File: src/rtl/mem_loader_pkg.sv
// Shared definitions for the boot loader, its memory array and the cpu top level.
package mem_loader_pkg;
  localparam int DEF_DATA_WIDTH = 16;
  localparam int DEF_ADDR_WIDTH = 6;

  typedef enum logic [1:0] {
    ST_IDLE = 2'd0,
    ST_LOAD = 2'd1,
    ST_RUN  = 2'd2,
    ST_ERR  = 2'd3
  } ld_state_e;
endpackage

File: src/rtl/mem_array.sv
// Single-port synchronous RAM with registered read; a same-address write returns the old word.
module mem_array #(
  parameter int DATA_WIDTH = 16,
  parameter int ADDR_WIDTH = 6
) (
  input  logic                  clk,
  input  logic                  rst,
  input  logic                  we,
  input  logic                  re,
  input  logic [ADDR_WIDTH-1:0] addr,
  input  logic [DATA_WIDTH-1:0] wdata,
  output logic [DATA_WIDTH-1:0] rdata
);
  logic [DATA_WIDTH-1:0] ram [2**ADDR_WIDTH];
  logic [DATA_WIDTH-1:0] rdata_d, rdata_q;

  // Read register holds when not enabled; only it is reset, contents are kept.
  always_comb begin
    rdata_d = rdata_q;
    if (re) rdata_d = ram[addr];
  end

  always_ff @(posedge clk) begin
    if (we) ram[addr] <= wdata;
  end

  always_ff @(posedge clk) begin
    if (rst) rdata_q <= '0;
    else     rdata_q <= rdata_d;
  end

  assign rdata = rdata_q;
endmodule

File: src/rtl/mem_loader.sv
// Unified program/data memory with a boot-load FSM that streams an image in before releasing the cpu.
module mem_loader
  import mem_loader_pkg::*;
#(
  parameter int DATA_WIDTH = DEF_DATA_WIDTH,
  parameter int ADDR_WIDTH = DEF_ADDR_WIDTH,
  parameter int LOAD_BASE  = 0
) (
  input  logic                  clk,
  input  logic                  rst,
  input  logic                  ld_start,
  input  logic                  ld_valid,
  input  logic [DATA_WIDTH-1:0] ld_data,
  input  logic                  ld_last,
  output logic                  ld_ready,
  output logic                  cpu_run,
  output logic                  ld_err,
  input  logic [ADDR_WIDTH-1:0] addr,
  input  logic                  we,
  input  logic [DATA_WIDTH-1:0] data,
  output logic [DATA_WIDTH-1:0] mem
);
  localparam logic [ADDR_WIDTH:0] BASE = (ADDR_WIDTH+1)'(LOAD_BASE);

  ld_state_e             state_d, state_q;
  logic [ADDR_WIDTH:0]   ptr_d, ptr_q;
  logic [ADDR_WIDTH:0]   ptr_inc;
  logic                  hs;
  logic                  ram_we, ram_re;
  logic [ADDR_WIDTH-1:0] ram_addr;
  logic [DATA_WIDTH-1:0] ram_wdata;

  assign hs      = (state_q == ST_LOAD) && ld_valid;
  // Extra pointer bit makes running past the top of memory unambiguous.
  assign ptr_inc = ptr_q + 1'b1;

  always_comb begin
    state_d = state_q;
    ptr_d   = ptr_q;
    case (state_q)
      ST_IDLE: if (ld_start) begin
        state_d = ST_LOAD;
        ptr_d   = BASE;
      end
      ST_LOAD: if (hs) begin
        ptr_d = ptr_inc;
        if (ld_last)                  state_d = ST_RUN;
        else if (ptr_inc[ADDR_WIDTH]) state_d = ST_ERR;
      end
      default: ;
    endcase
  end

  always_ff @(posedge clk) begin
    if (rst) begin
      state_q <= ST_IDLE;
      ptr_q   <= BASE;
    end else begin
      state_q <= state_d;
      ptr_q   <= ptr_d;
    end
  end

  // Loader owns the array in LOAD, cpu owns it in RUN; otherwise it is idle.
  always_comb begin
    ram_re    = (state_q == ST_RUN);
    ram_we    = hs || (ram_re && we);
    ram_addr  = (state_q == ST_LOAD) ? ptr_q[ADDR_WIDTH-1:0] : addr;
    ram_wdata = (state_q == ST_LOAD) ? ld_data : data;
  end

  mem_array #(
    .DATA_WIDTH(DATA_WIDTH),
    .ADDR_WIDTH(ADDR_WIDTH)
  ) u_array (
    .clk  (clk),
    .rst  (rst),
    .we   (ram_we),
    .re   (ram_re),
    .addr (ram_addr),
    .wdata(ram_wdata),
    .rdata(mem)
  );

  assign ld_ready = (state_q == ST_LOAD);
  assign cpu_run  = (state_q == ST_RUN);
  assign ld_err   = (state_q == ST_ERR);
endmodule

File: config.mk
export PLATFORM = sky130hd
export DESIGN_NAME = mem_loader
export DESIGN_NICKNAME = d
export VERILOG_FILES = /design/src/rtl/mem_loader_pkg.sv /design/src/rtl/mem_array.sv /design/src/rtl/mem_loader.sv
export SDC_FILE = /design/constraint.sdc
export NUM_CORES = 1
export LEC_CHECK = 0
export ABC_AREA = 1
export CORE_UTILIZATION = 56
export CTS_CLUSTER_SIZE = 16
export DETAILED_ROUTE_END_ITERATION = 10
export GPL_TIMING_DRIVEN = 0
export HOLD_SLACK_MARGIN = 0.12
export PLACE_DENSITY = 0.72
export SYNTH_ARGS = -nofsm -noshare
export SYNTH_HDL_FRONTEND = slang
export SYNTH_HIERARCHICAL = 1
export SYNTH_SLANG_ARGS = --single-unit
File: constraint.sdc
create_clock -name clk -period 4.14 [get_ports clk]
set_input_delay 1.242 -clock clk [delete_from_list [all_inputs] [get_ports clk]]
set_output_delay 1.242 -clock clk [all_outputs]
set_load 0.01 [all_outputs]
==> summary by stage <==
Critical path
On the worst path, the slowest cell contributes a delay of between 0.8 and 0.9 ns. Data on the critical path is required at its endpoint by 4.52 ns. The kind of start point of the critical path is an input pin. Among all stages on the critical path, the largest delay is contributed by nor2_2. The worst setup path is of the input pin to flop kind. Across all register-to-register paths, the minimum setup slack is -0.06 ns. The endpoint identified for the worst register-to-register timing path is u_array/ram[11][9]$_DFFE_PP_. Data arrives at the worst endpoint at 4.76 ns. For the worst flop-to-flop path, the logic depth is 12. The maximum fanout along the worst path is 10. The signal on the critical path passes through clkdlybuf4s50_1 -> nand2_1 -> o21ai_1 -> buf_4 -> inv_2 -> buf_2 -> nor2_1 -> nand3_1 -> nor2_2 -> buf_16.

STA classifies the critical path endpoint as a flop. The origin of the critical flop-to-flop path is state_q[0]$_SDFFE_PP0P_.

STA
The final count of pins violating max slew is 0. The shortest period the worst path allows is 4.39 ns. Measured against its own limit, the worst slew margin works out to 0.0705. In the finished design, the share of the clock period the worst path needs comes to 1.06.

Setup total negative slack on the finished layout was measured at -8.09 ns. Across the routed clock network, the largest skew measured is around 0.028 ns. Timing would allow up to approximately 230 MHz. Setup repair after global routing could not meet its margin everywhere. The worst setup slack after layout is -0.246 ns. The total count of hold-check failures in the final report is 0. The final-layout worst hold slack is approximately 0.48 ns. The transition time at the pin with the least slew margin is roughly 1.4 ns. Setup violations remaining at the end of the flow were counted as 60.

Place
The area after detailed placement is 48200 um^2. The wire-length estimate of the detail-placed layout is between 80000 and 90000 um. Prior to clock tree synthesis, the placed netlist has a worst setup slack of -0.644 ns. The count of buffers from port buffering is 62.

The global placement routability congestion is 0.973.

Status
The flow ran to the end, but the final reports show violations. The final reports fail on negative setup slack.

Clock network
The total clock buffers created by CTS is ~110. The clock latency reported for the late side of the worst-skew pair is between 0.6 and 0.7 ns. The number of setup buffers added after CTS is 0. The cts-stage hold buffer count is 0. The clock sink count is roughly 1000. The buffer depth of the longest clock path is 3. The number of H-tree levels is 3. TritonCTS built the clock tree.

After clock tree synthesis, the clock-pin slew on the worst setup and hold paths is ~0.060 ns. The root buffer cell chosen for the clock tree is clkbuf_16. Once the clock tree was built, the resizer swapped 0 gates to a different size.

Logic synthesis
The cell count after synthesis is around 4500. The number of different library cells used by synthesis comes to 27. Yosys attributes the largest share of cell area to edfxtp_1 (69%), nand2_1 (24%), buf_2 (1.7%). The share of the Yosys chip area taken by registers is 0.701.

The most used flip-flop cell after synthesis is edfxtp_1. Summing every instance area after synthesis gives ~45000 um^2. The share of the synthesized area in the top cell type is 0.690.

In the synthesized netlist the async set-or-reset flop fraction comes to 0. The number of synthesized flops with an enable pin is ~1000. Summed over all instances, the cell type with the most area after synthesis is edfxtp_1. Yosys printed 6 warnings.

The mean instance size in the synthesized netlist is 9.97 um^2. The post-synthesis net count is roughly 4500. The flip-flop and latch count after synthesis is around 1000.

Floorplanning
The chip width is 284 um. The die is between 200 and 300 um tall. Pin placement for this block handled 63 I/O pins. The area of the core is ~79000 um^2. The starting density of the core is 0.565. The floorplan step defined a die boundary enclosing ~81000 um^2.

The floorplan has roughly 100 rows.

Detailed routing
The number of violations reported at the end of detailed-routing iteration 0 is 4757. The total vias in the final route is between 30000 and 40000. Summed over all layers, the routed wires come to approximately 140000 um. After detailed routing, the average wire length per cell comes to ~23 um. For this run, design rule violations remaining after detail routing come to 0. The first-pass iteration count of the detailed router is 6.

The detail route stage leaves a number of antenna-violating nets equal to 0. The number of vias per cell is approximately 5.7.

Power and ir drop
The overall power after layout is ~26 mW. For this design the static power due to leakage is ~22 nW. Of the total power, registers draw 0.460. The share of total power dissipated in the clock network is 0.364. The internal power of the cells is about 19 mW. The share of total power dissipated in combinational logic is 0.175.

Of the total power, the share spent switching nets is 0.288. The areal power density over the cells is 508 nW/um^2. For this design the total switching power over the nets is roughly 7.5 mW. The largest voltage drop on the vdd net is 0.431 mV.

Layout
The filler cells instantiated in the layout total slightly below 6000. The design area is 51600 um^2. The commonest non-fill, non-tap cell in the layout is nand2_1.

Leaving out fill and tap cells, the most frequent cells in the layout are nand2_1 (2866), edfxtp_1 (1024), buf_2 (152). The share of final-layout standard cells stronger than drive strength 1 is 0.103. The final-stage net count is roughly 4800. Compared with the post-synthesis result, the final layout area differs by 15.8%.

GRT
Entering global routing, the biggest net connects 65 pins. The first-pass GRT wire length is 196000 um. The number of antenna violations at the first check in global routing is 4. After global routing, the most crowded layer is met2. The global-route met2 utilization is 0.522. For this run the aggregate overflow at the end of global routing stands at 0. In the global route stage, met1 resource usage came out at 0.441. The overall routing resource usage is 0.334.

The met3 layer usage reported by global route is 0.0832. The number of global-route vias before repair was just over 30000.

Worst hold path
The min-delay analysis places its worst path in the category flop to flop. Along the worst hold path, the cell count comes to 2. The terminating pin of the worst hold path is ptr_q[4]$_SDFFE_PP0P_. The worst hold path begins at ptr_q[4]$_SDFFE_PP0P_.

Flow run
The number of max-cap violations is 0.
==> layer usage <==
| layer | routed length [um] | vias to the layer above |
|---|---|---|
| met1 | 49400 | 15800 |
| met5 | 12 | - |
| li1 | - | 14900 |
| met3 | 17500 | 413 |
| met2 | 61600 | 2269 |
| met4 | 6910 | 2 |
==> logic make-up after synthesis <==
kind of cell,after synthesis,synth area share
AND/OR/NAND/NOR,3102,0.264
flip-flops,1049,0.701
buffers and inverters,283,0.0300
AO/OA/AOI/OAI,37,0.00444
adder cells (fa/ha/maj),1,0.000281
==> per-stage QoR <==
stage | std cells | util
floorplan | 4472 | -
global placement | 5584 | 0.590
detailed placement | 5654 | 0.611
global route | 5849 | 0.654
finish | 5851 | 0.654
CTS | 5849 | 0.654
==> power by group through the flow <==
stage,clock network [mW],logic [mW],registers [mW]
final,9.55,4.59,12.1
after global placement,0,4.22,12.4
after global routing,10.0,4.90,12.1
after detailed placement,0,4.41,12.3
after floorplan,0,2.57,12.3
after CTS,9.58,4.45,12.1
==> synthesized netlist by cell type, types with 3 or more instances <==
library cell and instances:
a21oi_1 10, buf_1 17, buf_2 152, buf_4 16, buf_6 3, clkbuf_1 27
dfxtp_1 25, edfxtp_1 1024, inv_1 57, inv_2 8, nand2_1 2882, nand3_1 34
nor2_1 171, nor3_2 4, o211ai_1 4, o21ai_0 10, o21ai_1 12, or2_2 3
==> how the worst max path moves through the flow <==
stage,startpoint,endpoint,slack (ns),cells past startpoint
CTS,addr[1],u_array/ram[11][9]$_DFFE_PP_,0.04,10
floorplan,addr[5],u_array/ram[48][0]$_DFFE_PP_,0.74,8
global route,addr[1],u_array/ram[11][5]$_DFFE_PP_,-0.10,10
global placement,addr[5],u_array/ram[34][13]$_DFFE_PP_,-1.57,9
finish,addr[1],u_array/ram[11][9]$_DFFE_PP_,-0.25,10
detailed placement,addr[1],u_array/ram[11][5]$_DFFE_PP_,-0.64,10
==> critical path, delay by kind of cell <==
family,cells,cell delay (ns)
AND/OR/NAND/NOR,4,2.04
buffers and inverters,5,1.37
AO/OA/AOI/OAI,1,0.09
==> final cells by class <==
class | instances | area, um^2 | share of cell area
Sequential cell | 1049 | 31300 | 0.606
Multi-Input combinational cell | 3140 | 12200 | 0.237
Clock buffer | 149 | 2960 | 0.0573
Timing Repair Buffer | 132 | 2030 | 0.0393
Tap cell | 1050 | 1310 | 0.0255
Buffer | 215 | 1080 | 0.0209
Clock inverter | 46 | 482 | 0.00933
Inverter | 68 | 258 | 0.00499
Antenna cell | 2 | 5.00 | 0.0000970
==> registers in the layout, summed over array words and instances, names as in the netlist <==
signal	cells
ptr_q	7
u_array/ram	1024
state_q	2
u_array/rdata	16
(Power assumes the default switching activity.)
